**config.mk**
```make
export PLATFORM = sky130hd
export DESIGN_NAME = hazard_stall_ctrl_flat
export DESIGN_NICKNAME = d
export VERILOG_FILES = /design/src/rtl/hazard_stall_ctrl_pkg.sv /design/src/rtl/hazard_stall_ctrl_if.sv /design/src/rtl/hazard_stall_ctrl_md_busy_counter.sv /design/src/rtl/hazard_stall_ctrl.sv /design/src/flat_wrapper.sv
export SDC_FILE = /design/constraint.sdc
export NUM_CORES = 1
export LEC_CHECK = 0
export ABC_AREA = 1
export BUFFER_PORTS_ARGS = -buffer_cell sky130_fd_sc_hd__buf_4
export CORE_MARGIN = 5
export CORE_UTILIZATION = 49
export CTS_CLUSTER_DIAMETER = 30
export DETAILED_ROUTE_END_ITERATION = 10
export PLACE_DENSITY = 0.84
export SLEW_MARGIN = 10
export SYNTH_ARGS = -nofsm -noshare
export SYNTH_HDL_FRONTEND = slang
export SYNTH_SLANG_ARGS = --single-unit
```
**constraint.sdc**
```tcl
create_clock -name clk -period 2.2 [get_ports clk]
set_clock_uncertainty 0.15 [all_clocks]
set_input_delay 0.11 -clock clk [delete_from_list [all_inputs] [get_ports clk]]
set_output_delay 0.11 -clock clk [all_outputs]
set_load 0.005 [all_outputs]
```
**src/rtl/hazard_stall_ctrl_pkg.sv**
```systemverilog
// Shared constants for the hazard/stall controller.
// Optional feature macro: HAZARD_PERF_EN (stall performance counters).
package hazard_stall_ctrl_pkg;

    // Tuse code meaning "this source register is not read".
    localparam logic [1:0] TUSE_NONE = 2'd3;

    // Default mult/div busy lengths and countdown width.
    localparam int MULT_CYCLES_DEF = 5;
    localparam int DIV_CYCLES_DEF  = 10;
    localparam int CNT_W_DEF       = 4;

    // Architectural zero register; never a hazard source.
    localparam logic [4:0] REG_ZERO = 5'd0;

    // True when a source read at tuse would arrive before the producer's tnew.
    function automatic logic src_hit(input logic [4:0] src, input logic [1:0] tuse,
                                     input logic [4:0] dst, input logic [1:0] tnew);
        return (src != REG_ZERO) && (src == dst) && (tuse < tnew);
    endfunction

endpackage

```
**src/rtl/hazard_stall_ctrl_if.sv**
```systemverilog
// Bundle of ID/EX/MEM hazard inputs and stall outputs.
// Optional feature macro: HAZARD_PERF_EN adds the stall counter outputs.
// Signals are level-based: every input is sampled each cycle, every output
// is a same-cycle response; there is no valid/ready handshake.
interface hazard_stall_ctrl_if;
    logic [4:0] id_rs;
    logic [4:0] id_rt;
    logic [1:0] id_tuse_rs;
    logic [1:0] id_tuse_rt;
    logic       id_is_md;
    logic [4:0] ex_dst;
    logic [1:0] ex_tnew;
    logic [4:0] mem_dst;
    logic [1:0] mem_tnew;
    logic       ex_md_start;
    logic       ex_md_is_div;
    logic       stall;
    logic       pc_en;
    logic       if_id_en;
    logic       id_ex_flush;
    logic       md_busy;
`ifdef HAZARD_PERF_EN
    logic [31:0] stall_cycles;
    logic [31:0] md_stall_cycles;
`endif

    modport master (
        output id_rs, id_rt, id_tuse_rs, id_tuse_rt, id_is_md,
        output ex_dst, ex_tnew, mem_dst, mem_tnew, ex_md_start, ex_md_is_div,
`ifdef HAZARD_PERF_EN
        input  stall_cycles, md_stall_cycles,
`endif
        input  stall, pc_en, if_id_en, id_ex_flush, md_busy
    );

    modport slave (
        input  id_rs, id_rt, id_tuse_rs, id_tuse_rt, id_is_md,
        input  ex_dst, ex_tnew, mem_dst, mem_tnew, ex_md_start, ex_md_is_div,
`ifdef HAZARD_PERF_EN
        output stall_cycles, md_stall_cycles,
`endif
        output stall, pc_en, if_id_en, id_ex_flush, md_busy
    );
endinterface

```
**src/rtl/hazard_stall_ctrl_md_busy_counter.sv**
```systemverilog
// Mult/div busy countdown: a start loads N, then counts down to zero.
// busy is high for exactly N cycles, starting the cycle after the load.
module hazard_stall_ctrl_md_busy_counter #(
    parameter int CNT_W       = 4,
    parameter int MULT_CYCLES = 5,
    parameter int DIV_CYCLES  = 10
) (
    input  logic             clk,
    input  logic             reset,
    input  logic             load,
    input  logic             is_div,
    output logic             busy,
    output logic [CNT_W-1:0] value
);
    logic [CNT_W-1:0] cnt;

    // Reset aborts any countdown; a new start always reloads, even mid-count.
    always_ff @(posedge clk) begin
        if (reset) begin
            cnt <= '0;
        end else if (load) begin
            cnt <= is_div ? CNT_W'(DIV_CYCLES) : CNT_W'(MULT_CYCLES);
        end else if (cnt != '0) begin
            cnt <= cnt - CNT_W'(1);
        end
    end

    assign busy  = (cnt != '0);
    assign value = cnt;
endmodule

```
**src/rtl/hazard_stall_ctrl.sv**
```systemverilog
// Central stall/flush controller: Tuse/Tnew register hazards plus the
// mult/div busy interlock. EX_MEM and MEM_WB always advance.
// Optional feature macro: HAZARD_PERF_EN (stall_cycles, md_stall_cycles).
module hazard_stall_ctrl
    import hazard_stall_ctrl_pkg::*;
#(
    parameter int MULT_CYCLES = MULT_CYCLES_DEF,
    parameter int DIV_CYCLES  = DIV_CYCLES_DEF,
    parameter int CNT_W       = CNT_W_DEF
) (
    input  logic              clk,
    input  logic              reset,
    hazard_stall_ctrl_if.slave hz
);
    logic             rs_hz;
    logic             rt_hz;
    logic             md_hz;
    logic             md_busy;
    logic [CNT_W-1:0] md_cnt;

    // The EX-stage start is never gated: EX always advances, so the unit starts.
    hazard_stall_ctrl_md_busy_counter #(
        .CNT_W      (CNT_W),
        .MULT_CYCLES(MULT_CYCLES),
        .DIV_CYCLES (DIV_CYCLES)
    ) u_md_busy_counter (
        .clk   (clk),
        .reset (reset),
        .load  (hz.ex_md_start),
        .is_div(hz.ex_md_is_div),
        .busy  (md_busy),
        .value (md_cnt)
    );

    // Hazard detection: a result arriving later than the consumer needs it.
    always_comb begin
        rs_hz = src_hit(hz.id_rs, hz.id_tuse_rs, hz.ex_dst, hz.ex_tnew)
              | src_hit(hz.id_rs, hz.id_tuse_rs, hz.mem_dst, hz.mem_tnew);
        rt_hz = src_hit(hz.id_rt, hz.id_tuse_rt, hz.ex_dst, hz.ex_tnew)
              | src_hit(hz.id_rt, hz.id_tuse_rt, hz.mem_dst, hz.mem_tnew);
        md_hz = hz.id_is_md & (md_busy | hz.ex_md_start);
    end

    // Pipeline controls; reset forces the pipe open and a bubble into ID_EX.
    always_comb begin
        hz.stall       = 1'b0;
        hz.pc_en       = 1'b1;
        hz.if_id_en    = 1'b1;
        hz.id_ex_flush = 1'b1;
        if (!reset) begin
            hz.stall       = rs_hz | rt_hz | md_hz;
            hz.pc_en       = ~hz.stall;
            hz.if_id_en    = ~hz.stall;
            hz.id_ex_flush = hz.stall;
        end
    end

    assign hz.md_busy = md_busy;

`ifdef HAZARD_PERF_EN
    logic [31:0] stall_cnt;
    logic [31:0] md_stall_cnt;

    // Free-running stall counters; wrap naturally at 2^32.
    always_ff @(posedge clk) begin
        if (reset) begin
            stall_cnt    <= '0;
            md_stall_cnt <= '0;
        end else begin
            if (hz.stall) stall_cnt <= stall_cnt + 32'd1;
            if (md_hz)    md_stall_cnt <= md_stall_cnt + 32'd1;
        end
    end

    assign hz.stall_cycles    = stall_cnt;
    assign hz.md_stall_cycles = md_stall_cnt;

    logic unused_cnt;
    assign unused_cnt = ^md_cnt;
`else
    logic unused_cnt;
    assign unused_cnt = ^md_cnt;
`endif
endmodule

```
**src/flat_wrapper.sv**
```systemverilog
// flat-port wrapper written by rule: the top's interface ports become plain ports
module hazard_stall_ctrl_flat import hazard_stall_ctrl_pkg::*;
#(
    parameter int MULT_CYCLES = MULT_CYCLES_DEF,
    parameter int DIV_CYCLES  = DIV_CYCLES_DEF,
    parameter int CNT_W       = CNT_W_DEF
)
  (clk, reset, hz_id_rs, hz_id_rt, hz_id_tuse_rs, hz_id_tuse_rt, hz_id_is_md, hz_ex_dst, hz_ex_tnew, hz_mem_dst, hz_mem_tnew, hz_ex_md_start, hz_ex_md_is_div, hz_stall, hz_pc_en, hz_if_id_en, hz_id_ex_flush, hz_md_busy);
  hazard_stall_ctrl_if hz_i ();
  input  logic clk;
  input  logic reset;
  input wire logic [$bits(hz_i.id_rs)-1:0] hz_id_rs;
  input wire logic [$bits(hz_i.id_rt)-1:0] hz_id_rt;
  input wire logic [$bits(hz_i.id_tuse_rs)-1:0] hz_id_tuse_rs;
  input wire logic [$bits(hz_i.id_tuse_rt)-1:0] hz_id_tuse_rt;
  input wire logic [$bits(hz_i.id_is_md)-1:0] hz_id_is_md;
  input wire logic [$bits(hz_i.ex_dst)-1:0] hz_ex_dst;
  input wire logic [$bits(hz_i.ex_tnew)-1:0] hz_ex_tnew;
  input wire logic [$bits(hz_i.mem_dst)-1:0] hz_mem_dst;
  input wire logic [$bits(hz_i.mem_tnew)-1:0] hz_mem_tnew;
  input wire logic [$bits(hz_i.ex_md_start)-1:0] hz_ex_md_start;
  input wire logic [$bits(hz_i.ex_md_is_div)-1:0] hz_ex_md_is_div;
  output wire logic [$bits(hz_i.stall)-1:0] hz_stall;
  output wire logic [$bits(hz_i.pc_en)-1:0] hz_pc_en;
  output wire logic [$bits(hz_i.if_id_en)-1:0] hz_if_id_en;
  output wire logic [$bits(hz_i.id_ex_flush)-1:0] hz_id_ex_flush;
  output wire logic [$bits(hz_i.md_busy)-1:0] hz_md_busy;
  assign hz_i.id_rs = hz_id_rs;
  assign hz_i.id_rt = hz_id_rt;
  assign hz_i.id_tuse_rs = hz_id_tuse_rs;
  assign hz_i.id_tuse_rt = hz_id_tuse_rt;
  assign hz_i.id_is_md = hz_id_is_md;
  assign hz_i.ex_dst = hz_ex_dst;
  assign hz_i.ex_tnew = hz_ex_tnew;
  assign hz_i.mem_dst = hz_mem_dst;
  assign hz_i.mem_tnew = hz_mem_tnew;
  assign hz_i.ex_md_start = hz_ex_md_start;
  assign hz_i.ex_md_is_div = hz_ex_md_is_div;
  assign hz_stall = hz_i.stall;
  assign hz_pc_en = hz_i.pc_en;
  assign hz_if_id_en = hz_i.if_id_en;
  assign hz_id_ex_flush = hz_i.id_ex_flush;
  assign hz_md_busy = hz_i.md_busy;
  hazard_stall_ctrl #(.MULT_CYCLES(MULT_CYCLES), .DIV_CYCLES(DIV_CYCLES), .CNT_W(CNT_W)) u_core (.clk(clk), .reset(reset), .hz(hz_i));
endmodule
```
==> out/results.txt, run 1 <==
status: completed
final period utilization: 79.3%
grt met3 use: 6.02%
post-placement cell count: 195
Final min period: 1740 ps
reg-to-reg critical path startpoint: u_core.u_md_busy_counter.value[0]
RSZ-0062 raised after global routing: false
Setup crit start: u_core.u_md_busy_counter.value[0]
GRT Total Usage: 18.8%
diodes inserted: 0
initial antenna violation count: 0
Place WS: 658 ps
Routed Antenna Nets: 0
fmax: 573 MHz
worst rel slew slack: 85.4%
hold slack: 33.4 ps
Final Core Density: 73.6%
Fin. Hold Viols: 0
Die Wd: 50.1 microns
die height: 50.1 microns
Tot Pwr: 0.429 mW
Power Dens Cells: 382 nW/um^2
design area: 1120 sq um
r2r setup slk: 830 ps
synth warn: 0
GR peak layer: met2
RD Place Congestion: 0.878
post-DP HPWL: 1890 microns
worst r2r dst: u_core.u_md_busy_counter.value[3]
Syn Std Cell Area: 788 sq um
Avg Cell Area, Syn: 5.51 sq um
Static Leakage: 0.664 nW
nets: 225
Avg WL per Cell: 11.1 microns
Hold Path Origin: hz_ex_md_start
total number of vias: 974
Post-Route WL: 2220 microns
share of the yosys chip area belonging to registers: 10.2%
critical path endpoint category: output pin
Register Area: 80.1 sq um
Initial Util: 51.7%
Max VDD drop: 0.243 mV
vias in the first global route: 986
total CTS buffers: 3
crit-path max FO: 4
initial DRC count: 23
FP Rows: 14
first-pass GRT wire length: 3750 microns
H-tree depth: 1
setup TNS after final layout: 0 ps
# fillers: 135
Num Clock Sinks: 4
synthesized net count: 182
met1 usage: 20.0%
CP Launch Type: register
Die ar.: 2510 sq um
Critical Path Sink: hz_stall
Worst-Skew Late Latency: 250 ps
multi-input logic area: 581 sq um
layout cells sized above 1: 33.2%
most frequent cells in the layout: nand2_1 (46), buf_4 (37), inv_1 (22), nor2_1 (11), inv_2 (10)
Max Slew Vio Count: 0
worst r2r path cells: 7
Area growth, synth to finish: 42.2%
non-filler cells, final: 200
register bit total from synthesis: 4
Reg clk slew, reported paths: 40 ps
Final setup viols: 0
CP required: 1940 ps
Root Driver: clkbuf_4
DP Area: 1080 sq um
Syn Inst Count: 143
Max clock buf depth: 2
Via-to-Cell Ratio: 4.87
drc violations: 0
Top-Level Pins: 38
WS Path Type: reg -> out
Detailed Routing Iterations Pass 1: 4
final worst-path setup slack: 455 ps
Core Region: 1520 sq um
commonest non-fill, non-tap cell in the layout: nand2_1
CTS tree: built
IO Port Bufs: 37
max reg flops: 4
worst endpoint data arrival time: 1480 ps
setup bufs post-CTS: 0
M2 GR Usage: 33.5%
Synth cell types: 23
worst hold path class: in -> reg
max cap viols: 0
worst-margin pin slew: 217 ps
Congestion Overflow GR: 0
largest net degree at the start of global routing: 6
==> power by group <==
part	leakage [nW]	internal [mW]	total (mW)	switching (mW)
clock	0.0138	0.0616	0.101	0.0389
sequential	0.0333	0.0842	0.0919	0.00771
combinational	0.617	0.117	0.236	0.119
total	0.664	0.263	0.429	0.166
==> worst min path at each step <==
stage / endpoint / slack [ps] / depth (start not counted)
6_report: u_core.u_md_busy_counter.value[1] / 30 / 3
5_1_grt: u_core.u_md_busy_counter.value[1] / 50 / 3
4_1_cts: u_core.u_md_busy_counter.value[1] / 20 / 3
3_5_place_dp: u_core.u_md_busy_counter.value[2] / 240 / 4
3_3_place_gp: u_core.u_md_busy_counter.value[2] / 250 / 4
2_1_floorplan: u_core.u_md_busy_counter.value[2] / 130 / 3
==> worst max-delay path, stage by stage (launching register included) <==
cell and delay [ps]:
dfxtp_1 320, inv_1 100, ha_1 150, nand2_1 70
nor2_2 130, inv_2 90, nand2_8 60, nand3_2 70
nand2_2 80, inv_2 30, buf_4 120
==> cell usage after synthesis (all sizes together) <==
cell / n / area share [%]
nand2: 50 / 27
inv: 32 / 15
nor2: 14 / 7.6
nand3: 10 / 7.6
ha: 6 / 9.5
o21ai: 6 / 3.8
a21oi: 5 / 3.7
dfxtp: 4 / 10
a21boi: 3 / 2.9
nor3: 3 / 1.9
xnor2: 3 / 3.3
o21bai: 2 / 1.9
xor2: 2 / 2.2
a211oi: 1 / 1.6
buf: 1 / 0.95
nand4: 1 / 0.79
==> final cells by class <==
class	count	share of cell area (%)
timing repair buffer	39	26.6
clock buffer	3	2.01
inverter	32	10.7
tap	16	1.79
sequential	4	7.14
multi-input combinational	106	51.8
==> repair_timing <==
action	CTS	global route
hold buffers	2	0
hold endpoints to repair	1	0
gates resized for setup	0	0
==> per-layer routing <==
metal	share of wire, %	routed length [microns]
met5	0	0
met4	1.6	35
met3	7.0	155
met2	52	1160
met1	39	866
==> cells by family (layout without fill, tap and decap cells) <==
family / count (synthesis) / count (layout) / share of synthesized area [%]
AO/OA/AOI/OAI: 17 / 17 / 13.8
XOR/XNOR: 5 / 5 / 5.56
adder cells (fa/ha/maj): 6 / 6 / 9.52
buffers and inverters: 33 / 74 / 16.2
flip-flops: 4 / 4 / 10.2
AND/OR/NAND/NOR: 78 / 78 / 44.8
Note: power is estimated with default switching activity, not from simulation.
==> run 2: changes to the inputs <==
--- a/config.mk
+++ b/config.mk
@@ -5,13 +5,13 @@
 export SDC_FILE = /design/constraint.sdc
 export NUM_CORES = 1
 export LEC_CHECK = 0
-export ABC_AREA = 1
+export ABC_AREA = 0
 export BUFFER_PORTS_ARGS = -buffer_cell sky130_fd_sc_hd__buf_4
 export CORE_MARGIN = 5
-export CORE_UTILIZATION = 49
+export CORE_UTILIZATION = 42
 export CTS_CLUSTER_DIAMETER = 30
 export DETAILED_ROUTE_END_ITERATION = 10
-export PLACE_DENSITY = 0.84
+export PLACE_DENSITY = 0.79
 export SLEW_MARGIN = 10
 export SYNTH_ARGS = -nofsm -noshare
 export SYNTH_HDL_FRONTEND = slang
==> constraint.sdc (replaced) <==
create_clock -name clk -period 1.7 [get_ports clk]
set_clock_uncertainty 0.15 [all_clocks]
set_input_delay 0.085 -clock clk [delete_from_list [all_inputs] [get_ports clk]]
set_output_delay 0.085 -clock clk [all_outputs]
set_load 0.005 [all_outputs]
==> out/results.txt, run 2 <==
Area growth, synth to finish: 72.4%
Top-Level Pins: 38
EDFF count, synth: 0
Post-synth ARST share: 0%
initial antenna violation count: 0
share of the yosys chip area belonging to registers: 13.0%
Synth area leaders: xor2_1 (26%), dfxtp_1 (13%), ha_1 (12%), xnor2_1 (7.1%), inv_1 (4.3%)
total CTS buffers: 3
largest net degree at the start of global routing: 8
nets: 172
RD Place Congestion: 0.824
Syn Inst Count: 79
setup TNS after final layout: -1610 ps
# fillers: 102
initial DRC count: 11
max cap viols: 0
Yosys top cell area share: 25.6%
first-pass GRT wire length: 3370 microns
layout cells sized above 1: 45.8%
Core Region: 1350 sq um
Die Wd: 48.3 microns
final worst-path setup slack: -417 ps
r2r setup slk: -120 ps
Sw Pwr: 0.193 mW
Worst-Skew Late Latency: 240 ps
register bit total from synthesis: 4
critical path endpoint category: output pin
commonest non-fill, non-tap cell in the layout: buf_4
Routed Antenna Nets: 0
Tot Pwr: 0.567 mW
Power Dens Cells: 533 nW/um^2
hold slack: -1.83 ps
worst-margin pin slew: 317 ps
Avg Cell Area, Syn: 7.81 sq um
synthesized net count: 118
Fin. Hold Viols: 1
Clock power frac: 23.0%
Die ar.: 2340 sq um
total number of vias: 807
Yosys top cell by area: xor2_1
max reg flops: 4
Final min period: 2120 ps
vias in the first global route: 850
Sw Share: 34.0%
Num Clock Sinks: 4
Detailed Routing Iterations Pass 1: 4
diodes inserted: 0
Avg WL per Cell: 14.8 microns
post-placement cell count: 140
RSZ-0062 raised after global routing: true
Congestion Overflow GR: 0
non-filler cells, final: 146
Gate power share: 57.1%
status: finished, violations left
WS Path Type: reg -> out
Post-Route WL: 2160 microns
Root Driver: clkbuf_4
H-tree depth: 1
Reg clk slew, reported paths: 50 ps
Syn Std Cell Area: 617 sq um
synth cell count leaders: xor2_1 (18), inv_1 (7), ha_1 (6), nor2_1 (6), xnor2_1 (5)
Final setup viols: 8
Max VDD drop: 0.306 mV
CTS tree: built
GRT Total Usage: 17.5%
CP required: 1460 ps
crit-path max FO: 3
final period utilization: 125%
Place WS: -163 ps
die height: 48.3 microns
failing checks: hold timing, setup timing
IO Port Bufs: 37
Max Slew Vio Count: 0
worst endpoint data arrival time: 1880 ps
synth warn: 0
Initial Util: 45.7%
CP Launch Type: register
drc violations: 0
worst hold path class: in -> reg
Max clock buf depth: 2
internal power: 0.374 mW
Static Leakage: 0.524 nW
FP Rows: 13
most frequent cells in the layout: buf_4 (47), xor2_1 (18), nor2_1 (6), ha_1 (6)
Synth cell types: 23
post-DP HPWL: 1730 microns
fmax: 472 MHz
top-count cell post-synth: xor2_1
Flop pwr share: 20.0%
Top FF cell, synth: dfxtp_1
worst rel slew slack: 78.7%
Via-to-Cell Ratio: 5.53
==> run 2: critical path, cell delays in order, from the launching register on <==
cell	delay, ps
dfxtp_2	320
inv_2	50
ha_1	130
or3b_4	380
o21a_1	200
or4_1	420
buf_6	130
==> run 2: area by class of cell <==
class                      instances  area (sq um)  share of cell area, %
clock buffer                       3          22.5                   2.12
inverter                           7          26.3                   2.47
multi-input combinational         66           518                   48.7
sequential                         4          82.6                   7.76
tap                               15          18.8                   1.76
timing repair buffer              51           395                   37.2
==> run 2: path summary, 6_finish.rpt <==
path | from | to | cells after the start
max | u_core.u_md_busy_counter.value[1] | hz_id_ex_flush | 6
min | hz_ex_md_start | u_core.u_md_busy_counter.value[1] | 3
max reg2reg | u_core.u_md_busy_counter.value[1] | u_core.u_md_busy_counter.value[3] | 8
min reg2reg | u_core.u_md_busy_counter.value[2] | u_core.u_md_busy_counter.value[2] | 4
==> run 2: logic make-up after synthesis <==
logic type / count (synthesis) / share of synthesized area [%]
adders and majority gates: 6 / 12.2
buffers and inverters: 9 / 6.09
and+or+nand+nor: 22 / 19.9
AOI/OAI and AO/OA: 15 / 16.2
DFF: 4 / 13.0
xor gates and xnor gates: 23 / 32.7
==> run 2: metrics by stage <==
stage               util (%)  area (sq um)
finish                  78.8          1060
global route            78.8          1060
CTS                     77.5          1050
detailed placement      73.4           991
global placement        73.4           991
floorplan                  -           633
==> run 2: per-layer routing <==
metal	track usage [%]	vias up	wire [microns]
met4	9.22	0	71
met5	0	-	0
met2	30.9	44	1130
met1	18.9	373	823
li1	-	378	-
met3	3.98	12	136
==> run 2: power groups by stage <==
stage | clock network, mW | logic [mW] | registers, mW
2_1_floorplan | 0 | 0.139 | 0.114
3_3_place_gp | 0 | 0.281 | 0.113
3_5_place_dp | 0 | 0.287 | 0.114
4_1_cts | 0.129 | 0.301 | 0.113
5_1_grt | 0.140 | 0.350 | 0.115
6_report | 0.130 | 0.323 | 0.113
==> run 2: what timing repair did <==
action / in CTS / in global routing
hold buffers: 2 / 0
endpoints found under the setup margin: 4 / 6
endpoints found under the hold margin: 4 / 0
resized for setup: 4 / 3
pin swaps: 1 / 3
setup buffers: 0 / 1
==> run 3: changes to the inputs <==
--- a/config.mk
+++ b/config.mk
@@ -12,6 +12,7 @@
 export CTS_CLUSTER_DIAMETER = 30
 export DETAILED_ROUTE_END_ITERATION = 10
 export PLACE_DENSITY = 0.79
+export REMOVE_ABC_BUFFERS = 1
 export SLEW_MARGIN = 10
 export SYNTH_ARGS = -nofsm -noshare
 export SYNTH_HDL_FRONTEND = slang
==> out/results.txt, run 3 (synthesized netlist as in run 2, its figures left out) <==
status: finished, violations left
failing checks: setup timing
die height: 48.3 microns
Clock power frac: 21.3%
Top-Level Pins: 38
FP Rows: 13
Root Driver: clkbuf_4
Die ar.: 2340 sq um
H-tree depth: 1
post-DP HPWL: 1760 microns
hold slack: 60.2 ps
max reg flops: 4
r2r setup slk: -30 ps
first-pass GRT wire length: 4560 microns
RD Place Congestion: 0.819
Post-Route WL: 2820 microns
CP required: 1460 ps
Reg clk slew, reported paths: 40 ps
Buf+Inv Stages, Crit Path: 2
reg-to-reg critical path startpoint: u_core.u_md_busy_counter.value[0]
Power Dens Cells: 555 nW/um^2
Core Region: 1350 sq um
Fin. Hold Viols: 0
setup TNS after final layout: -1590 ps
Detailed Routing Iterations Pass 1: 4
initial antenna violation count: 0
largest net degree at the start of global routing: 8
Initial Util: 45.7%
Via-to-Cell Ratio: 5.91
drc violations: 0
Worst Hold End: u_core.u_md_busy_counter.value[1]
worst endpoint data arrival time: 1920 ps
Gate power share: 60.0%
worst rel slew slack: 73.1%
most frequent cells in the layout: buf_4 (49), xor2_1 (18)
fmax: 465 MHz
critical path endpoint category: output pin
internal power: 0.384 mW
total CTS buffers: 3
Flop pwr share: 18.7%
Avg WL per Cell: 19.2 microns
max cap viols: 0
IO Port Bufs: 37
worst r2r dst: u_core.u_md_busy_counter.value[3]
worst r2r path cells: 7
commonest non-fill, non-tap cell in the layout: buf_4
Sw Pwr: 0.228 mW
final worst-path setup slack: -452 ps
Static Leakage: 0.528 nW
layout cells sized above 1: 50.0%
# fillers: 73
worst hold path class: in -> reg
initial DRC count: 36
GRT Total Usage: 24.2%
CP Launch Type: register
Sw Share: 37.3%
Max Slew Vio Count: 0
worst hold path cell count: 3
Final min period: 2150 ps
delay-heaviest family, CP: simple AND/OR/NAND/NOR gates
Final Core Density: 81.6%
nets: 173
CTS tree: built
RSZ-0062 raised after global routing: true
CP max stage delay: 400 ps
Max clock buf depth: 2
Routed Antenna Nets: 0
final period utilization: 127%
Die Wd: 48.3 microns
Place WS: -137 ps
Worst-Skew Late Latency: 250 ps
Max VDD drop: 0.467 mV
vias in the first global route: 976
WS Path Type: reg -> out
Congestion Overflow GR: 0
diodes inserted: 0
total number of vias: 869
Hold Path Origin: hz_ex_md_start
Area growth, synth to finish: 78.5%
CP Cell Sequence: inv_2 -> ha_1 -> or3b_4 -> o21a_1 -> or4_1 -> buf_4
worst-margin pin slew: 403 ps
Final setup viols: 8
crit-path max FO: 3
Slowest cell on crit path: or4_1
Num Clock Sinks: 4
[run 3: cell types whose count changed in the layout (fill, tap and decap cells not counted)]
cell      before  now
buf_4         47   49
a211oi_1       3    2
a211oi_2       0    1
a21oi_1        4    3
a21oi_2        0    1
a22oi_1        2    1
a22oi_2        0    1
buf_6          2    1
ha_1           6    5
ha_4           0    1
nor2_1         6    5
nor2_4         0    1
[run 3: area by class of cell]
| class | instances | area [sq um] | share of cell area (%) |
|---|---|---|---|
| Clock buffer | 3 | 22.5 | 2.05 |
| Tap cell | 15 | 18.8 | 1.70 |
| Timing Repair Buffer | 52 | 399 | 36.2 |
| Inverter | 7 | 26.3 | 2.39 |
| Sequential cell | 4 | 82.6 | 7.50 |
| Multi-Input combinational cell | 66 | 552 | 50.1 |
[run 3: what timing repair did]
action                                  CTS  global route
endpoints found under the setup margin    5             9
pin swaps                                 1             6
gates resized for setup                   8             8
hold endpoints to repair                  4             0
buffers inserted                          8             2
hold buffers                              2             0
[run 3: per-stage QoR]
step / total power, mW / area [sq um] / instances
floorplan: 0.235 / 606 / 77
detailed placement: 0.393 / 962 / 137
CTS: 0.568 / 1090 / 150
global route: 0.644 / 1100 / 147
global placement: 0.384 / 962 / 137
finish: 0.611 / 1100 / 147
[run 3: worst register-to-register path, cell delays in order (launching register included)]
cell	delay [ps]
dfxtp_2	320
inv_2	60
ha_1	140
or3b_4	380
buf_4	180
nor2b_2	170
a22oi_2	140
nor2_1	70
[run 3: routing by layer]
layer,wire (microns),vias up,track usage [%]
met5,0,-,0
met4,114,0,13.8
met3,322,18,7.95
met2,1370,69,40.2
met1,1020,397,26.4
li1,-,385,-
[run 3: worst max-delay path by stage]
stage | slack (ps) | to | startpoint | depth (start not counted)
4_1_cts | -380 | hz_id_ex_flush | u_core.u_md_busy_counter.value[0] | 6
2_1_floorplan | -100 | hz_id_ex_flush | u_core.u_md_busy_counter.value[0] | 5
3_3_place_gp | -120 | hz_id_ex_flush | u_core.u_md_busy_counter.value[0] | 6
6_report | -450 | hz_id_ex_flush | u_core.u_md_busy_counter.value[0] | 6
3_5_place_dp | -140 | hz_id_ex_flush | u_core.u_md_busy_counter.value[0] | 6
5_1_grt | -490 | hz_id_ex_flush | u_core.u_md_busy_counter.value[0] | 6
[run 3: power groups by stage]
stage | registers (mW) | logic [mW] | clock network [mW]
after CTS | 0.113 | 0.328 | 0.128
after global placement | 0.112 | 0.272 | 0
after floorplan | 0.113 | 0.122 | 0
after detailed placement | 0.112 | 0.281 | 0
after global routing | 0.115 | 0.389 | 0.140
final | 0.114 | 0.367 | 0.130
